--- src/rtl/prog_timer.sv ---
// prog_timer -- programmable tick timer with built-in prescaler.
//
// A prescaler divides clk into ticks (one every TICK_DIV enabled cycles while
// running). A CNT_W-bit counter advances once per tick, up from 0 to the
// latched limit or down from the limit to 0. Supports one-shot and
// auto-reload, level gating by enable, abort (stop) and retrigger (start).
//
// Ports:
//   clk          system clock, rising edge
//   reset        synchronous active-high reset
//   enable       level; prescaler/counter advance only while high in RUN
//   start        pulse; latches mode and limit, then (re)starts the timer
//   stop         pulse; aborts to IDLE (count held)
//   count_down   sampled at start: 1 = load_val->0, 0 = 0->load_val
//   auto_reload  sampled at start: 1 = periodic, 0 = one-shot
//   load_val     limit / period in ticks, sampled at start (0 = ignore start)
//   count        current count (registered)
//   tick         1-cycle pulse on each prescaler wrap in RUN
//   expired      1-cycle pulse when the terminal value is reached
//   busy         high while in RUN
//   done         high while in DONE (one-shot finished)
module prog_timer #(
  parameter int TICK_DIV = 25_000_000,
  parameter int CNT_W    = 4
) (
  input  logic             clk,
  input  logic             reset,
  input  logic             enable,
  input  logic             start,
  input  logic             stop,
  input  logic             count_down,
  input  logic             auto_reload,
  input  logic [CNT_W-1:0] load_val,
  output logic [CNT_W-1:0] count,
  output logic             tick,
  output logic             expired,
  output logic             busy,
  output logic             done
);

  localparam int DIV_W = (TICK_DIV <= 2) ? 1 : $clog2(TICK_DIV);
  localparam logic [DIV_W-1:0] PRESC_MAX = DIV_W'(TICK_DIV - 1);

  typedef enum logic [1:0] {IDLE, RUN, DONE} state_t;

  state_t           state_q, state_d;
  logic [DIV_W-1:0] presc_q, presc_d;
  logic [CNT_W-1:0] count_d;
  logic             tick_d, expired_d;
  logic [CNT_W-1:0] lim_q, lim_d;
  logic             dn_q, dn_d;
  logic             ar_q, ar_d;

  logic [CNT_W-1:0] nxt;
  logic             term;

  // Candidate count for the next tick. The terminal test fires exactly when
  // nxt reaches the end value, so the counter never wraps.
  assign nxt  = dn_q ? (count - CNT_W'(1)) : (count + CNT_W'(1));
  assign term = dn_q ? (nxt == '0) : (nxt == lim_q);

  // Next-state / next-output logic
  always_comb begin
    state_d   = state_q;
    presc_d   = presc_q;
    count_d   = count;
    tick_d    = 1'b0;
    expired_d = 1'b0;
    lim_d     = lim_q;
    dn_d      = dn_q;
    ar_d      = ar_q;

    if (stop) begin
      // Abort wins over a coinciding wrap: no pulses, count kept.
      state_d = IDLE;
      presc_d = '0;
    end else if (start && (load_val != '0)) begin
      // Fresh start or retrigger: all progress is discarded.
      lim_d   = load_val;
      dn_d    = count_down;
      ar_d    = auto_reload;
      presc_d = '0;
      count_d = count_down ? load_val : '0;
      state_d = RUN;
    end else if ((state_q == RUN) && enable) begin
      if (presc_q != PRESC_MAX) begin
        presc_d = presc_q + DIV_W'(1);
      end else begin
        presc_d = '0;
        tick_d  = 1'b1;
        if (!term) begin
          count_d = nxt;
        end else if (ar_q) begin
          expired_d = 1'b1;
          count_d   = dn_q ? lim_q : '0;
        end else begin
          expired_d = 1'b1;
          count_d   = nxt;
          state_d   = DONE;
        end
      end
    end
  end

  // State register
  always_ff @(posedge clk) begin
    if (reset) begin
      state_q <= IDLE;
      presc_q <= '0;
      count   <= '0;
      tick    <= 1'b0;
      expired <= 1'b0;
      lim_q   <= '0;
      dn_q    <= 1'b0;
      ar_q    <= 1'b0;
    end else begin
      state_q <= state_d;
      presc_q <= presc_d;
      count   <= count_d;
      tick    <= tick_d;
      expired <= expired_d;
      lim_q   <= lim_d;
      dn_q    <= dn_d;
      ar_q    <= ar_d;
    end
  end

  // Status flags come straight off the state flops.
  assign busy = (state_q == RUN);
  assign done = (state_q == DONE);

endmodule
--- config.mk ---
export PLATFORM = sky130hd
export DESIGN_NAME = prog_timer
export DESIGN_NICKNAME = d
export VERILOG_FILES = /design/src/rtl/prog_timer.sv
export SDC_FILE = /design/constraint.sdc
export NUM_CORES = 1
export LEC_CHECK = 0
export BUFFER_PORTS_ARGS = -buffer_cell sky130_fd_sc_hd__buf_4
export CAP_MARGIN = 40
export CORE_MARGIN = 3
export CORE_UTILIZATION = 25
export DETAILED_ROUTE_END_ITERATION = 8
export PLACE_DENSITY = 0.49
export SYNTH_ARGS = -nofsm -noshare
export SYNTH_HDL_FRONTEND = slang
export SYNTH_SLANG_ARGS = --single-unit
--- constraint.sdc ---
create_clock -name clk -period 2.33 [get_ports clk]
set_clock_uncertainty 0.05 [all_clocks]
set_input_delay 0.466 -clock clk [delete_from_list [all_inputs] [get_ports clk]]
set_output_delay 0.466 -clock clk [all_outputs]
set_load 0.02 [all_outputs]
* Word-level counts from Yosys, hierarchy flattened
Cells that the tools add are included.
** Operators by class
- Equal/unequal tests :: 6
- $lt $le $gt $ge :: 0
- Add/sub/neg operators :: 3
- Divide/modulo/power cells :: 0
- Reductions and logical operators :: 14
- Mux-type cells :: 17
- Multiply operators :: 0
- Shifts and indexed selects :: 0
- Bitwise logic cells :: 4
** Operators with widths (number)
- 2-to-1 mux 4 bit :: 8
- adder 25 x 1 -> 25 bit, second input constant :: 1
- 2-to-1 mux 25 bit :: 1
- inequality test 25 bit, second input constant :: 1
- 2-to-1 mux 1 bit :: 8
- AND reduction 4 bit :: 2
- OR reduction 5 bit :: 1
- adder 4 x 1 -> 4 bit, second input constant :: 1
- equality test 4 bit :: 1
- zero test 4 bit :: 1
- NOT 1 bit :: 4
- nonzero test 2 bit :: 2
- nonzero test 4 bit :: 1
- OR reduction 4 bit :: 1
- subtractor 4 x 1 -> 4 bit, second input constant :: 1
- AND reduction 3 bit :: 1
- OR reduction 3 bit :: 1
- equality test 2 x 1 -> 1 bit, second input constant :: 1
- equality test 2 bit, second input constant :: 1
- logical AND 1 bit :: 2
- inequality test 2 x 1 -> 1 bit, second input constant :: 1
- inequality test 2 bit, second input constant :: 1
- AND reduction 2 bit :: 1
- OR reduction 2 bit :: 1
** Word-level totals
- Bits in writable memories :: 0
- ROM bits :: 0
- Input port bits :: 11
- Latch bits :: 0
- Register bits :: 39
- Memories kept :: 0
- Word-level logic and storage cells :: 53
- Output and inout port bits :: 8

* Longest topological paths before layout
- Depth in word-level cells :: 8
- Depth in mapped cells :: 9

* Worst setup path before layout
Ideal clock, no wire load.
- Path type :: register -> register
- Start :: reg count[0]
- End :: reg count[0]
- Arrival time :: 2.246 ns
- Clock period less this slack :: 2.387 ns
- Slack :: -0.057 ns
- Stages on the path, launching flop included :: 8
- Required time :: 2.189 ns
- Path through :: dfxtp_1 > fa_1 > xnor2_1 > nand4_1 > a211oi_1 > or2_2 > nand3_1 > a311oi_1
** On the way
- Word-level cells in the longest chain between the ends :: 8
- Elaborated cells on any way between the ends :: 11
- Classes of those cells :: add/sub (2); eq/ne (1); mux (7); reduce/logical (1)
** Ends and longest elaborated chain
- from (decl) :: RTL line 34 : output logic [CNT_W-1:0] count,
- from (signal assigned) :: RTL line 119 : count <= count_d;
- adder 4 x 1 -> 4 bit or subtractor 4 x 1 -> 4 bit (tied branches) :: RTL line 59 : assign nxt = dn_q ? (count - CNT_W'(1)) : (count + CNT_W'(1));
- 2-to-1 mux 4 bit (*) :: RTL line 59
- equality test 4 bit or zero test 4 bit (tied branches) :: RTL line 60 : assign term = dn_q ? (nxt == '0) : (nxt == lim_q);
- 2-to-1 mux 1 bit :: RTL line 60
- 2-to-1 mux 4 bit (*) :: RTL line 91 : if (!term) begin
- 2-to-1 mux 4 bit (*) :: RTL line 86 : if (presc_q != PRESC_MAX) begin
- 2-to-1 mux 4 bit (*) :: RTL line 85 : end else if ((state_q == RUN) && enable) begin
- 2-to-1 mux 4 bit (*) :: RTL line 77 : end else if (start && (load_val != '0)) begin
Every way passes the cells marked *; elsewhere a longest branch is shown, timed or not. The select of a mux whose other input is x is not followed.
A chain may end at the register's enable or synchronous reset.

* Worst setup path in the final report
Same ends and word-level chain as after synthesis.

==> report_table.html <==
<table>
<tr><th>Metric</th><th>Value</th></tr>
<tr><th colspan="2">Power</th></tr>
<tr><td>Leakage power summed over all cells</td><td>0.871 nW</td></tr>
<tr><td>Share of total power in sequential cells</td><td>44.5%</td></tr>
<tr><td>Worst IR drop on VDD</td><td>0.000336 V</td></tr>
<tr><td>Share of total power consumed by net switching</td><td>23.1%</td></tr>
<tr><td>Internal power of the cells</td><td>1.19 mW</td></tr>
<tr><td>Power Total</td><td>1.55 mW</td></tr>
<tr><td>PD cells</td><td>622 nW/um2</td></tr>
<tr><td>Combinational cell fraction of total power</td><td>11.9%</td></tr>
<tr><td>Clock power frac</td><td>43.6%</td></tr>
<tr><td>Switching component of the power</td><td>0.358 mW</td></tr>
<tr><th colspan="2">Place</th></tr>
<tr><td>Half-perimeter wire length after placement</td><td>3350 um</td></tr>
<tr><td>Port Buf Inserts</td><td>18</td></tr>
<tr><td>Placed Instances</td><td>356</td></tr>
<tr><td>Final estimated routing congestion in global placement</td><td>0.777</td></tr>
<tr><td>Cell area after placement</td><td>2310 um2</td></tr>
<tr><th colspan="2">Route</th></tr>
<tr><td>Post-DR vias/cell</td><td>4.64</td></tr>
<tr><td>Total Routed Length</td><td>4500 um</td></tr>
<tr><td>Initial DRC count</td><td>46</td></tr>
<tr><td>Number of vias after detailed routing</td><td>1688</td></tr>
<tr><td>Wire length per cell</td><td>12.4 um</td></tr>
<tr><td>Routed Antenna Nets</td><td>0</td></tr>
<tr><td>Number of search-and-repair iterations in the first detailed-routing pass</td><td>4</td></tr>
<tr><td>Drc violations</td><td>0</td></tr>
<tr><th colspan="2">STA</th></tr>
<tr><td>Worst-Margin Slew</td><td>0.370 ns</td></tr>
<tr><td>Final period util</td><td>96.1%</td></tr>
<tr><td>Final critical delay including setup and external delays</td><td>2.24 ns</td></tr>
<tr><td>Achievable frequency</td><td>447 MHz</td></tr>
<tr><td>Number of hold violations in the final report</td><td>0</td></tr>
<tr><td>Setup repair after global routing missed its margin</td><td>true</td></tr>
<tr><td>Setup Viol. Count Final</td><td>0</td></tr>
<tr><td>Max_slew headroom</td><td>75.2%</td></tr>
<tr><td>Final max-slew violation count</td><td>0</td></tr>
<tr><th colspan="2">Synth</th></tr>
<tr><td>YS warnings</td><td>0</td></tr>
<tr><td>Sequential cell area fraction in the yosys report</td><td>39.3%</td></tr>
<tr><td>Cells taking the most area after synthesis</td><td>dfxtp_1 (39%), nor2_1 (7.2%), xnor2_1 (5.7%)</td></tr>
<tr><td>Most instantiated flip-flop cell in the synthesis netlist</td><td>dfxtp_1</td></tr>
<tr><td>Number of standard cells after synthesis</td><td>236</td></tr>
<tr><td>Cell Area, Synth</td><td>1990 um2</td></tr>
<tr><td>Area leader, netlist</td><td>dfxtp_1</td></tr>
<tr><td>Async set-or-reset flop fraction in the synthesized netlist</td><td>0%</td></tr>
<tr><td>Distinct cells, synth</td><td>43</td></tr>
<tr><td>Mean cell area of the mapped netlist</td><td>8.41 um2</td></tr>
<tr><td>Net count after synthesis</td><td>252</td></tr>
<tr><td>Number of synthesized register bits</td><td>39</td></tr>
<tr><td>Area share of the largest cell type after synthesis</td><td>39.3%</td></tr>
<tr><td>EDFF count, synth</td><td>0</td></tr>
<tr><th colspan="2">Layout</th></tr>
<tr><td>Count of non-filler cells in the finished layout</td><td>364</td></tr>
<tr><td>Top library cells by usage in the layout, fill and taps aside</td><td>nor2_1 (38), dfxtp_1 (37), buf_4 (29), nand2_1 (17), nand3_1 (14)</td></tr>
<tr><td>Nets</td><td>280</td></tr>
<tr><td>Fin area</td><td>2490 um2</td></tr>
<tr><td>Antenna diode instance count</td><td>0</td></tr>
<tr><td>Filler cell count</td><td>778</td></tr>
<tr><td>Signed area change from the synthesized netlist to the final layout</td><td>25.4%</td></tr>
<tr><td>Share of layout cells above drive strength 1</td><td>21.1%</td></tr>
<tr><td>Most frequent standard cell in the layout excluding fill and tap cells</td><td>nor2_1</td></tr>
<tr><th colspan="2">Critical path</th></tr>
<tr><td>Largest driver fanout on the critical path</td><td>5</td></tr>
<tr><td>CP arrival</td><td>2.38 ns</td></tr>
<tr><td>Reg2Reg Launch Point</td><td>count[0]</td></tr>
<tr><td>CP startpoint</td><td>count[0]</td></tr>
<tr><td>Required arrival time at the worst endpoint</td><td>2.47 ns</td></tr>
<tr><td>Worst Setup Start Kind</td><td>flop</td></tr>
<tr><td>Reg2Reg Depth</td><td>8</td></tr>
<tr><td>Type of element capturing the critical path</td><td>flop</td></tr>
<tr><td>Kind of critical path</td><td>reg -&gt; reg</td></tr>
<tr><th colspan="2">Worst hold path</th></tr>
<tr><td>Type of the worst min-delay path</td><td>in -&gt; reg</td></tr>
<tr><td>Min-delay src</td><td>auto_reload</td></tr>
<tr><td>Hold Path Depth</td><td>3</td></tr>
<tr><th colspan="2">GRT</th></tr>
<tr><td>Total routing usage reported by global routing</td><td>10.6%</td></tr>
<tr><td>Antenna violations before repair</td><td>0</td></tr>
<tr><td>Wire length of the first global-routing pass</td><td>7600 um</td></tr>
<tr><td>Via count of the first global-routing pass</td><td>1656</td></tr>
<tr><td>Remaining Overflow, GRT</td><td>0</td></tr>
<tr><td>Pin count of the biggest net entering global routing</td><td>26</td></tr>
<tr><th colspan="2">CTS</th></tr>
<tr><td>H-tree lvl count</td><td>2</td></tr>
<tr><td>Maximum root-to-sink buffer count</td><td>2</td></tr>
<tr><td>Clock tree from TritonCTS</td><td>built</td></tr>
<tr><td>Insertion delay to the later sink of the worst-skew pair</td><td>0.29 ns</td></tr>
<tr><td>Clock-pin slew on the worst setup and hold paths</td><td>0.08 ns</td></tr>
<tr><td>Count of hold buffers inserted by post-cts repair</td><td>0</td></tr>
<tr><td>Library cell used as clock root buffer</td><td>clkbuf_8</td></tr>
<tr><td>Sinks on Clock Net</td><td>39</td></tr>
<tr><td>TritonCTS Buffers</td><td>5</td></tr>
<tr><th colspan="2">Floorplan</th></tr>
<tr><td>Die ar.</td><td>9050 um2</td></tr>
<tr><td>Row count</td><td>31</td></tr>
<tr><td>IO Count</td><td>19</td></tr>
<tr><td>Initial cell density of the core</td><td>26.5%</td></tr>
<tr><td>Core outline area</td><td>7490 um2</td></tr>
<tr><td>Y dimension of the die</td><td>95.1 um</td></tr>
<tr><td>Die X-Extent</td><td>95.1 um</td></tr>
<tr><th colspan="2">Outcome</th></tr>
<tr><td>Result of the run</td><td>completed</td></tr>
<tr><th colspan="2">Flow run</th></tr>
<tr><td>Max Cap Violations</td><td>0</td></tr>
</table>
==> through the flow <==
stage / util (%) / TNS (ns) / setup slack (ns) / hold slack, ns
floorplan: - / 0 / 0.0181 / 0.408
global placement: 30.9 / 0 / 0.0463 / 0.429
detailed placement: 30.9 / -0.00645 / -0.00645 / 0.430
CTS: 32.7 / 0 / 0.0475 / 0.368
global route: 33.3 / -0.0190 / -0.0190 / 0.387
finish: 33.3 / 0 / 0.0918 / 0.374
==> logic make-up (layout without fill, tap and decap cells) <==
logic type,Yosys count,after routing,synth area share (%)
compound gates,45,45,14.6
xor+xnor,26,26,12.2
fa+ha+maj,5,5,3.53
buf+inv,14,43,3.21
flops,39,39,39.3
mux,1,1,0.504
simple gates,106,106,26.7
==> power by group through the flow <==
stage	logic, mW	registers (mW)	clock network (mW)
CTS	0.176	0.689	0.699
finish	0.184	0.690	0.676
global route	0.200	0.692	0.719
global placement	0.177	0.705	0
floorplan	0.0924	0.709	0
detailed placement	0.176	0.705	0
==> cell usage after synthesis (all sizes together), types with 2 or more instances <==
library cell and count:
a211oi 4, a21oi 12, a311oi 3, a31oi 5, and3 3, buf 4, clkbuf 5, dfxtp 39
ha 4, inv 5, nand2 17, nand2b 2, nand3 14, nand4 3, nor2 38, nor3 12
o21ai 14, o31ai 2, or3 6, xnor2 13, xor2 12
==> final timing paths <==
path	endpoint	slack (ns)
worst max-delay path	count[0]	0.09
worst min register to register	presc_q[20]	0.44
worst min-delay path	ar_q	0.37
worst max register to register	count[0]	0.09
==> layout make-up <==
cell class / count / area [um2] / share of cell area (%)
sequential: 39 / 783 / 31.5
clock buffer: 5 / 68.8 / 2.76
tap: 99 / 124 / 4.97
timing repair buffer: 30 / 238 / 9.55
clock inverter: 3 / 67.6 / 2.71
inverter: 5 / 18.8 / 0.754
multi-input combinational: 183 / 1190 / 47.8
==> critical path, stage by stage, from the launching register on <==
cell,delay [ns]
dfxtp_2,0.34
fa_2,0.62
xnor2_2,0.13
nand4_1,0.13
a211oi_2,0.23
buf_4,0.16
or2_2,0.14
nand3_1,0.08
a311oi_1,0.26
==> state kept, by name, indices dropped and copies added (netlist names) <==
signal and cells:
ar_q 1, count 4, dn_q 1, expired 1, lim_q 4, presc_q 25
state_q 2, tick 1
==> per-layer routing <==
metal	wire length (um)	share of wire, %	track usage (%)	vias up
met4	54	1.2	3.61	0
met2	2160	48	17.8	20
met5	0	0	0	-
met3	119	2.6	2.37	7
li1	-	-	-	885
met1	2170	48	13.2	776
==> repair_timing <==
action / 4_1_cts / 5_1_grt
setup buffers: 0 / 0
gates resized for setup: 0 / 11
setup endpoints to repair: 0 / 6
No activity file was read; power rests on OpenSTA's default activity.
